$ cat src/rtl/pc_pkg.sv
// Shared definitions for the program-counter sequencer.
//   pc_sel_e          : next-PC source select
//   PC_RESET_DEFAULT  : default PC loaded on reset
//   ras_ptr_w()       : pointer width for a return stack of a given depth
package pc_pkg;

    typedef enum logic [1:0] {
        SEL_SEQ,
        SEL_BR,
        SEL_JMP,
        SEL_RET
    } pc_sel_e;

    localparam int unsigned PC_RESET_DEFAULT = 0;

    // Depth is a power of two, so the pointer wraps naturally at this width.
    function automatic int unsigned ras_ptr_w(input int unsigned depth);
        return (depth > 1) ? $clog2(depth) : 1;
    endfunction

endpackage

$ cat src/rtl/return_stack.sv
// Circular return-address stack with saturating count and sticky error flag.
//   clk_i, rst_ni  : clock, asynchronous active-low reset
//   push_i         : push push_data_i (overwrites oldest entry when full)
//   pop_i          : pop top entry; push_i & pop_i replaces the top entry
//   push_data_i    : data to push
//   top_o          : current top entry
//   empty_o/full_o : count is 0 / RAS_DEPTH
//   err_o          : sticky overflow/underflow flag, cleared only by reset
module return_stack
    import pc_pkg::*;
#(
    parameter int unsigned WIDTH     = 32,
    parameter int unsigned RAS_DEPTH = 4
) (
    input  logic             clk_i,
    input  logic             rst_ni,
    input  logic             push_i,
    input  logic             pop_i,
    input  logic [WIDTH-1:0] push_data_i,
    output logic [WIDTH-1:0] top_o,
    output logic             empty_o,
    output logic             full_o,
    output logic             err_o
);

    localparam int unsigned PW = ras_ptr_w(RAS_DEPTH);
    localparam int unsigned CW = PW + 1;

    logic [WIDTH-1:0] mem_q [RAS_DEPTH];
    logic [PW-1:0]    ptr_q, ptr_d;
    logic [CW-1:0]    cnt_q, cnt_d;
    logic             err_q, err_d;
    logic             wr_en;
    logic [PW-1:0]    wr_idx;

    assign empty_o = (cnt_q == '0);
    assign full_o  = (cnt_q == CW'(RAS_DEPTH));
    assign top_o   = mem_q[ptr_q];
    assign err_o   = err_q;

    // ptr_q addresses the top entry; a push pre-increments, so when full the
    // slot written is the oldest one (circular overwrite).
    always_comb begin
        ptr_d  = ptr_q;
        cnt_d  = cnt_q;
        err_d  = err_q;
        wr_en  = 1'b0;
        wr_idx = ptr_q;
        if (push_i && pop_i && !empty_o) begin
            // Return and call in one cycle: swap the top entry in place.
            wr_en  = 1'b1;
            wr_idx = ptr_q;
        end else if (push_i) begin
            ptr_d  = ptr_q + 1'b1;
            wr_en  = 1'b1;
            wr_idx = ptr_d;
            if (full_o) begin
                err_d = 1'b1;
            end else begin
                cnt_d = cnt_q + 1'b1;
            end
            // pop_i here means call+ret on an empty stack: underflow.
            if (pop_i) begin
                err_d = 1'b1;
            end
        end else if (pop_i) begin
            if (empty_o) begin
                err_d = 1'b1;
            end else begin
                ptr_d = ptr_q - 1'b1;
                cnt_d = cnt_q - 1'b1;
            end
        end
    end

    always_ff @(posedge clk_i or negedge rst_ni) begin
        if (!rst_ni) begin
            ptr_q <= '0;
            cnt_q <= '0;
            err_q <= 1'b0;
        end else begin
            ptr_q <= ptr_d;
            cnt_q <= cnt_d;
            err_q <= err_d;
        end
    end

    // Entry contents need no reset; validity is tracked by cnt_q.
    always_ff @(posedge clk_i) begin
        if (wr_en) begin
            mem_q[wr_idx] <= push_data_i;
        end
    end

endmodule

$ cat src/rtl/pc_sequencer.sv
// Program-counter sequencer: PC register, PC+1 and branch adders, next-PC
// select and a return-address stack for call/return.
//   clk_i, rst_ni     : clock, asynchronous active-low reset
//   stall_i           : hold PC and RAS, ignore all controls
//   branch_taken_i    : PC-relative branch to sign_imm_i + pc + 1
//   sign_imm_i        : signed branch offset
//   jump_i, call_i    : absolute jump to jump_target_i (call also pushes pc + 1)
//   jump_target_i     : absolute target
//   ret_i             : jump to RAS top and pop
//   pc_o              : registered PC
//   pc_plus1_o        : pc + 1
//   next_pc_o         : PC loaded at the next edge
//   ras_empty_o/full_o: RAS occupancy
//   ras_err_o         : sticky RAS overflow/underflow
module pc_sequencer
    import pc_pkg::*;
#(
    parameter int unsigned     WIDTH     = 32,
    parameter int unsigned     RAS_DEPTH = 4,
    parameter logic [WIDTH-1:0] RESET_PC = WIDTH'(PC_RESET_DEFAULT)
) (
    input  logic             clk_i,
    input  logic             rst_ni,
    input  logic             stall_i,
    input  logic             branch_taken_i,
    input  logic [WIDTH-1:0] sign_imm_i,
    input  logic             jump_i,
    input  logic             call_i,
    input  logic [WIDTH-1:0] jump_target_i,
    input  logic             ret_i,
    output logic [WIDTH-1:0] pc_o,
    output logic [WIDTH-1:0] pc_plus1_o,
    output logic [WIDTH-1:0] next_pc_o,
    output logic             ras_empty_o,
    output logic             ras_full_o,
    output logic             ras_err_o
);

    logic [WIDTH-1:0] pc_q, pc_d;
    logic [WIDTH-1:0] br_target;
    logic [WIDTH-1:0] ras_top;
    logic [WIDTH-1:0] sel_pc;
    logic             ras_push, ras_pop;
    pc_sel_e          sel;

    assign pc_plus1_o = pc_q + 1'b1;
    assign br_target  = sign_imm_i + pc_plus1_o;

    // Stall masks every control so the RAS sees nothing this cycle.
    assign ras_push = call_i & ~stall_i;
    assign ras_pop  = ret_i & ~stall_i;

    return_stack #(
        .WIDTH     (WIDTH),
        .RAS_DEPTH (RAS_DEPTH)
    ) u_ras (
        .clk_i       (clk_i),
        .rst_ni      (rst_ni),
        .push_i      (ras_push),
        .pop_i       (ras_pop),
        .push_data_i (pc_plus1_o),
        .top_o       (ras_top),
        .empty_o     (ras_empty_o),
        .full_o      (ras_full_o),
        .err_o       (ras_err_o)
    );

    // Priority: ret > call/jump > branch > sequential. A ret on an empty
    // stack falls through to sequential rather than to lower priorities.
    always_comb begin
        sel = SEL_SEQ;
        if (ret_i) begin
            sel = ras_empty_o ? SEL_SEQ : SEL_RET;
        end else if (call_i || jump_i) begin
            sel = SEL_JMP;
        end else if (branch_taken_i) begin
            sel = SEL_BR;
        end
    end

    always_comb begin
        sel_pc = pc_plus1_o;
        unique case (sel)
            SEL_RET: sel_pc = ras_top;
            SEL_JMP: sel_pc = jump_target_i;
            SEL_BR:  sel_pc = br_target;
            default: sel_pc = pc_plus1_o;
        endcase
    end

    assign next_pc_o = stall_i ? pc_q : sel_pc;
    assign pc_d      = next_pc_o;
    assign pc_o      = pc_q;

    always_ff @(posedge clk_i or negedge rst_ni) begin
        if (!rst_ni) begin
            pc_q <= RESET_PC;
        end else begin
            pc_q <= pc_d;
        end
    end

endmodule

$ cat config.mk
export PLATFORM = sky130hd
export DESIGN_NAME = pc_sequencer
export DESIGN_NICKNAME = d
export VERILOG_FILES = /design/src/rtl/pc_pkg.sv /design/src/rtl/return_stack.sv /design/src/rtl/pc_sequencer.sv
export SDC_FILE = /design/constraint.sdc
export NUM_CORES = 1
export LEC_CHECK = 0
export ABC_AREA = 0
export CAP_MARGIN = 20
export CORE_ASPECT_RATIO = 2
export CORE_MARGIN = 2
export CORE_UTILIZATION = 49
export CTS_CLUSTER_SIZE = 12
export DETAILED_ROUTE_END_ITERATION = 6
export GPL_ROUTABILITY_DRIVEN = 1
export GPL_TIMING_DRIVEN = 0
export PLACE_DENSITY = 0.79
export SYNTH_ARGS = -nofsm -noshare
export SYNTH_HDL_FRONTEND = slang
export SYNTH_HIERARCHICAL = 1
export SYNTH_SLANG_ARGS = --single-unit
$ cat constraint.sdc
create_clock -name clk_i -period 4.3 [get_ports clk_i]
set_clock_uncertainty 0.2 [all_clocks]
set_input_delay 0.86 -clock clk_i [delete_from_list [all_inputs] [get_ports clk_i]]
set_output_delay 0.86 -clock clk_i [all_outputs]
set_load 0.05 [all_outputs]
==> results.toml, run 1 <==
[outcome]
status = "finished, violations left"
violations = "design-rule violations, negative setup slack"

[setup_path]
critPathArrivalTime_ns = 3.94
crit_chain = "and4_4, nand3_4, nor2b_4, nand4_1, xnor2_4, ha_4, buf_8, a21o_1, a211oi_2, o21ai_4, a21oi_4, buf_4, o21ai_2, xnor2_2, o21ai_4, buf_6"
critPathMaxFanout = 7
critPathRequiredTime_ns = 3.24
cpMostUsedCell = "o21ai_4"
end_kind = "output pin"
path_class = "flop to output pin"
slowest_delay_ns = 0.39
ff2ff_setup_slack_ns = 0.65
crit_slowest_cell = "dfrtp_2"
critPathLaunchType = "flop"

[clock_network]
ctsHoldBuffers = 0
cts_buffers = 17
cts.sinks = 166
clk_pin_slew_worst_paths_ns = 0.07
clockRootBuffer = "clkbuf_16"
cts_buffer_depth = 2
cts_tree = "done"
insertion_delay_ns = 0.46
htreeDepth = 4

[power]
total_power_mw = 12.5
pwr-share-seq_pct = 20.4
p_sw_mw = 5.93
power_frac_comb_pct = 67.1
power_density_nw_per_um2 = 800
irDropWorstVdd_mv = 0.501
leakagePower_nw = 5.77
swShare_pct = 47.6
intPower_mw = 6.53
pwr-share-clk_pct = 12.4

[place]
dp_hpwl_um = 26100
place_inst = 1279
io_buffers = 168
place.gp.congestion = 0.959
post-place-ws_ns = -1.58

[timing]
fmax_mhz = 200
rsz0062_at_grt = "yes"
period_share_pct = 116
slew_headroom_pct = 43.3
tns_ns = -11.99
worst_slew_pin_slew_ns = 0.851
timing.final.ws_setup_ns = -0.700
slew_viol_final = 0
hold_viol = 0
whs_ns = 0.190
min_period_ns = 5.00
finalSetupViolCount = 24

[synthesis]
synth_warnings = 6
synth.distinct_cells = 75
synth_most_common_cell = "edfxtp_1"
synth_area_leaders = "edfxtp_1 (39%), dfrtp_1 (9.7%), mux4_2 (7.4%), ha_1 (5.1%), xnor2_1 (3.3%)"
synth_common_cells = "edfxtp_1 (128), a21oi_1 (56), o21ai_0 (56), nor2_1 (49), nand2_1 (44)"
postSynthRegisterBits = 166
async_reset_ff_share_pct = 22.9
synth_flop_cell = "edfxtp_1"
netlist.area_leader.share_pct = 39.4
synth-edff-count = 128
ys_seq_area_share_pct = 49.2
synthCells = 841
synth_top_cell_by_area = "edfxtp_1"
synthesis.nets = 954
syn_avg_cell_area_um2 = 11.6
netlist_area_um2 = 9750

[floorplan]
die_w_um = 104
die_h_um = 204
num_rows = 73
core_um2 = 19700
io_pins = 170
dieArea_um2 = 21100
initial_utilization_pct = 49.4

[detailed_routing]
wirelength_um = 38800
drtPass1Iterations = 7
avgViaCountPerCell = 6.49
drt_iter0_markers = 733
ant_nets = 0
wire_per_inst_um = 27.2
drcViolationCount = 5
vias = 9246

[global_route]
antenna_found_initial = 0
grtUsageTotal_pct = 36.5
grt_pass1_vias = 9475
grt_pass1_wl_um = 56200
overflow = 0
grt_max_degree = 24

[layout]
diodes = 0
synthToLayoutAreaGrowth_pct = 59.6
drive_gt1_share_pct = 44.8
fin_nets = 1263
final_cells = 1425

[min_path]
hold_path.class = "primary input to asynchronous set/reset pin"

[flow_run]
maxCapViolCount = 0
-- placed cells by master, fill, tap and decap left out, drive strengths merged, types with 10 or more instances in the layout --
cell	count
buf	183
clkbuf	38
nand2	44
inv	37
nand3	26
nor3	20
o21ai	60
a211oi	10
ha	40
xnor2	37
a21oi	56
xor2	20
and3	14
dfrtp	38
edfxtp	128
a21o	19
mux4	32
nand4	11
clkdlybuf4s50	130
nor2	50
a221oi	23
-- sequential cells by signal, indices dropped and copies added, names as in the netlist --
signal,cells
pc_o,32
u_ras/mem_q,128
u_ras/err_o,1
u_ras/cnt_q,3
u_ras/ptr_q,2
-- power by group through the flow --
stage	logic [mW]	clock network [mW]	registers [mW]
after global placement	6.31	0	2.70
final	8.36	1.55	2.54
after global routing	8.70	1.62	2.57
after floorplan	4.07	0	3.07
after detailed placement	6.43	0	2.70
after CTS	7.87	1.57	2.53
-- layer usage --
layer	wire length, um	global-route usage (%)
met5	0	0
met4	3660	31.2
met3	2990	6.94
met2	20200	64.3
met1	12000	36.8
-- final timing paths --
| path | from | depth (start not counted) | to |
|---|---|---|---|
| max | pc_o[5] | 16 | next_pc_o[27] |
| min | rst_ni | 1 | pc_o[13] |
| max reg2reg | pc_o[5] | 16 | pc_o[31] |
| min reg2reg | u_ras/err_o | 1 | u_ras/err_o |
| max in group asynchronous | rst_ni | 2 | pc_o[21] |
| min in group clk_i | u_ras/err_o | 1 | u_ras/err_o |
-- area by class of cell --
class	instances	area [um2]
Fill cell	1181	4160
Sequential cell	166	4830
Inverter	28	105
Timing Repair Buffer	301	2840
Multi-Input combinational cell	597	6630
Clock inverter	14	158
Clock buffer	18	439
Tap cell	262	328
Buffer	39	240
-- stage by stage --
stage                     instance area [um2]  util (%)
after detailed placement                12900      65.6
after global routing                    15600      78.9
final                                   15600      78.9
after CTS                               15200      76.9
after floorplan                         10800         -
after global placement                  12800      64.8
-- critical path: cells and delay by family, from the launching register on --
kind,cells,cell delay [ns]
AO/OA/AOI/OAI,6,1.00
XOR/XNOR,2,0.44
adder cells (fa/ha/maj),1,0.24
buffers and inverters,3,0.47
flip-flops,1,0.39
AND/OR/NAND/NOR,4,0.95
-- cells by family (layout without fill, tap and decap cells) --
kind of cell,Yosys count,in the layout,synth area share (%)
adder cells (fa/ha/maj),42,42,5.54
buffers and inverters,78,400,3.43
AND/OR/NAND/NOR,211,211,11.3
flip-flops,166,166,49.2
multiplexers,40,40,8.24
AO/OA/AOI/OAI,247,247,17.0
XOR/XNOR,57,57,5.31
-- what timing repair did --
action	CTS	global route
buffers inserted	98	28
setup endpoints to repair	170	33
gates resized for setup	401	69
hold endpoints to repair	0	0
pin swaps	113	74
Note: power is estimated with default switching activity, not from simulation.
==> run 2, diff against run 1 <==
Settings changed: CELL_PAD_IN_SITES_DETAIL_PLACEMENT set to 0, CELL_PAD_IN_SITES_GLOBAL_PLACEMENT set to 2, CORE_UTILIZATION 49 to 32, PLACE_DENSITY 0.79 to 0.78, RECOVER_POWER set to 50.
==> run 2 against run 1 <==
  * The flow finishes with violations (max-capacitance violations, max-slew violations, negative setup slack)
  * Largest power group unchanged
  * Clock power up 5%
  * Design area up 2.5%
  * Sequential share of layout area down 0.78 points
  * Via count down 4.6%
  * Combinational power about the same
  * Hold slack better by 0.069 ns
==> results.toml, run 2 (synthesized netlist as in run 1, its figures left out) <==
[outcome]
status = "finished, violations left"
violations = "max-capacitance violations, max-slew violations, negative setup slack"

[layout]
drive_gt1_share_pct = 45.2
fin_util_pct = 53.1
final_common_cell = "buf_4"
fin_nets = 1284
fin_area_um2 = 16000
diodes = 0
regMostFlops = "u_ras/mem_q"
nFillCells = 2607
largest_register_ffs = 128
most-common-layout-cells = "buf_4 (136), edfxtp_1 (128), clkdlybuf4s50_1 (122), nor2_1 (43), buf_6 (36)"
synthToLayoutAreaGrowth_pct = 63.6

[clock_network]
cts_tree = "done"
clockRootBuffer = "clkbuf_16"
ctsHoldBuffers = 0
clk_pin_slew_worst_paths_ns = 0.07
cts_buffer_depth = 2
htreeDepth = 4
insertion_delay_ns = 0.47
cts.sinks = 166
cts_buffers = 17

[timing]
hold_viol = 0
slew_viol_final = 24
timing.final.ws_setup_ns = -0.855
period_share_pct = 120
slew_headroom_pct = -8.88
worst_slew_pin_slew_ns = 1.63
rsz0062_at_grt = "yes"
fmax_mhz = 194
finalSetupViolCount = 24
min_period_ns = 5.15

[setup_path]
crit_chain = "buf_8, and4_4, and3_1, nand3_2, xnor2_4, ha_1, a21oi_2, nor2b_1, a311o_1, a211oi_2, o31ai_4, xnor2_1, a21o_2, buf_8"
cpMostUsedCell = "buf_8"
cp_top_family = "compound AO/OA/AOI/OAI gates"
crit_start = "pc_o[19]"
ff2ff_setup_slack_ns = 0.51
slowest_delay_ns = 0.39
critPathArrivalTime_ns = 4.09
critPathLaunchType = "flop"
path_buf_inv = 2
rr_worst_depth = 13
crit_slowest_cell = "ha_1"
critPathMaxFanout = 9
path_class = "flop to output pin"
reg2reg_from = "pc_o[19]"
critPathRequiredTime_ns = 3.24
end_kind = "output pin"
rr_endpoint = "pc_o[31]"

[place]
dp_hpwl_um = 29700
postPlaceCellArea_um2 = 13100
place.gp.congestion = 0.910
io_buffers = 168

[floorplan]
core_um2 = 30100
io_pins = 170
num_rows = 90
dieArea_um2 = 32000
die_h_um = 251
die_w_um = 127
initial_utilization_pct = 32.4

[power]
power_density_nw_per_um2 = 789
leakagePower_nw = 5.88
irDropWorstVdd_mv = 0.575

[detailed_routing]
met1_length_um = 13300
met2_length_um = 22100
wire_per_inst_um = 26.1
drtPass1Iterations = 5
drcViolationCount = 0
vias = 8824
drt_iter0_markers = 697
avgViaCountPerCell = 5.69
wirelength_um = 40500
dr.max_layer_used = "met4"
met3WireLength_um = 1850
ant_nets = 0

[global_route]
grt_pass1_vias = 9062
overflow = 0
grtUsageTotal_pct = 25.4
grt_pass1_wl_um = 57700
antenna_found_initial = 0
grt_max_degree = 24

[min_path]
whs_endpoint = "u_ras/err_o"
holdPathStages = 1
worstHoldStart = "u_ras/err_o"
hold_path.class = "flop to flop"

[flow_run]
maxCapViolCount = 1
[run 2: timing repair]
action                                 4_1_cts  5_1_grt
resized for setup                          412       71
endpoints found under the hold margin        0        0
setup buffers                              104       43
cloned                                       0        0
setup endpoints to repair                  174       56
pin swaps                                  109       69
[run 2: area by class of cell]
| cell class | instances | area, um2 | area share (%) |
|---|---|---|---|
| clock buffers | 18 | 429 | 2.69 |
| clock inverters | 14 | 190 | 1.19 |
| flip-flops and latches | 166 | 4830 | 30.2 |
| repair buffers | 323 | 3030 | 19.0 |
| multi-input cells | 597 | 6690 | 41.9 |
| inverters | 28 | 106 | 0.666 |
| well taps | 368 | 460 | 2.88 |
| plain buffers | 38 | 233 | 1.46 |
[run 2: worst max-delay path by stage]
stage	slack, ns	cells after the start	endpoint
2_1_floorplan	-0.77	15	next_pc_o[24]
3_3_place_gp	-2.55	6	next_pc_o[24]
3_5_place_dp	-1.69	13	next_pc_o[22]
4_1_cts	-0.89	18	next_pc_o[29]
5_1_grt	-1.01	17	next_pc_o[29]
6_report	-0.85	14	next_pc_o[31]
[run 2: stage by stage]
step | power [mW] | setup TNS [ns] | instances | hold WS, ns | worst slack (ns)
4_1_cts | 12.2 | -11.93 | 1512 | 0.197 | -0.892
3_5_place_dp | 9.27 | -163.24 | 1385 | 0.256 | -1.69
5_1_grt | 13.1 | -17.77 | 1552 | 0.284 | -1.01
2_1_floorplan | 7.14 | -7.07 | 841 | 0.364 | -0.769
3_3_place_gp | 9.21 | -379.89 | 1377 | 0.246 | -2.55
6_report | 12.6 | -14.23 | 1552 | 0.259 | -0.855
[run 2: power by group]
part           total (mW)  switching [mW]  internal, mW  leakage (nW)
registers            2.57           0.303          2.27          1.60
clock network        1.63           0.700         0.930         0.302
logic                8.38            4.91          3.48          3.98
[run 2: metal layers]
metal  vias up  track usage, %
li1       3926               -
met5         -               0
met3       121            3.49
met4         0            18.7
met1      4420            25.4
met2       357            46.9
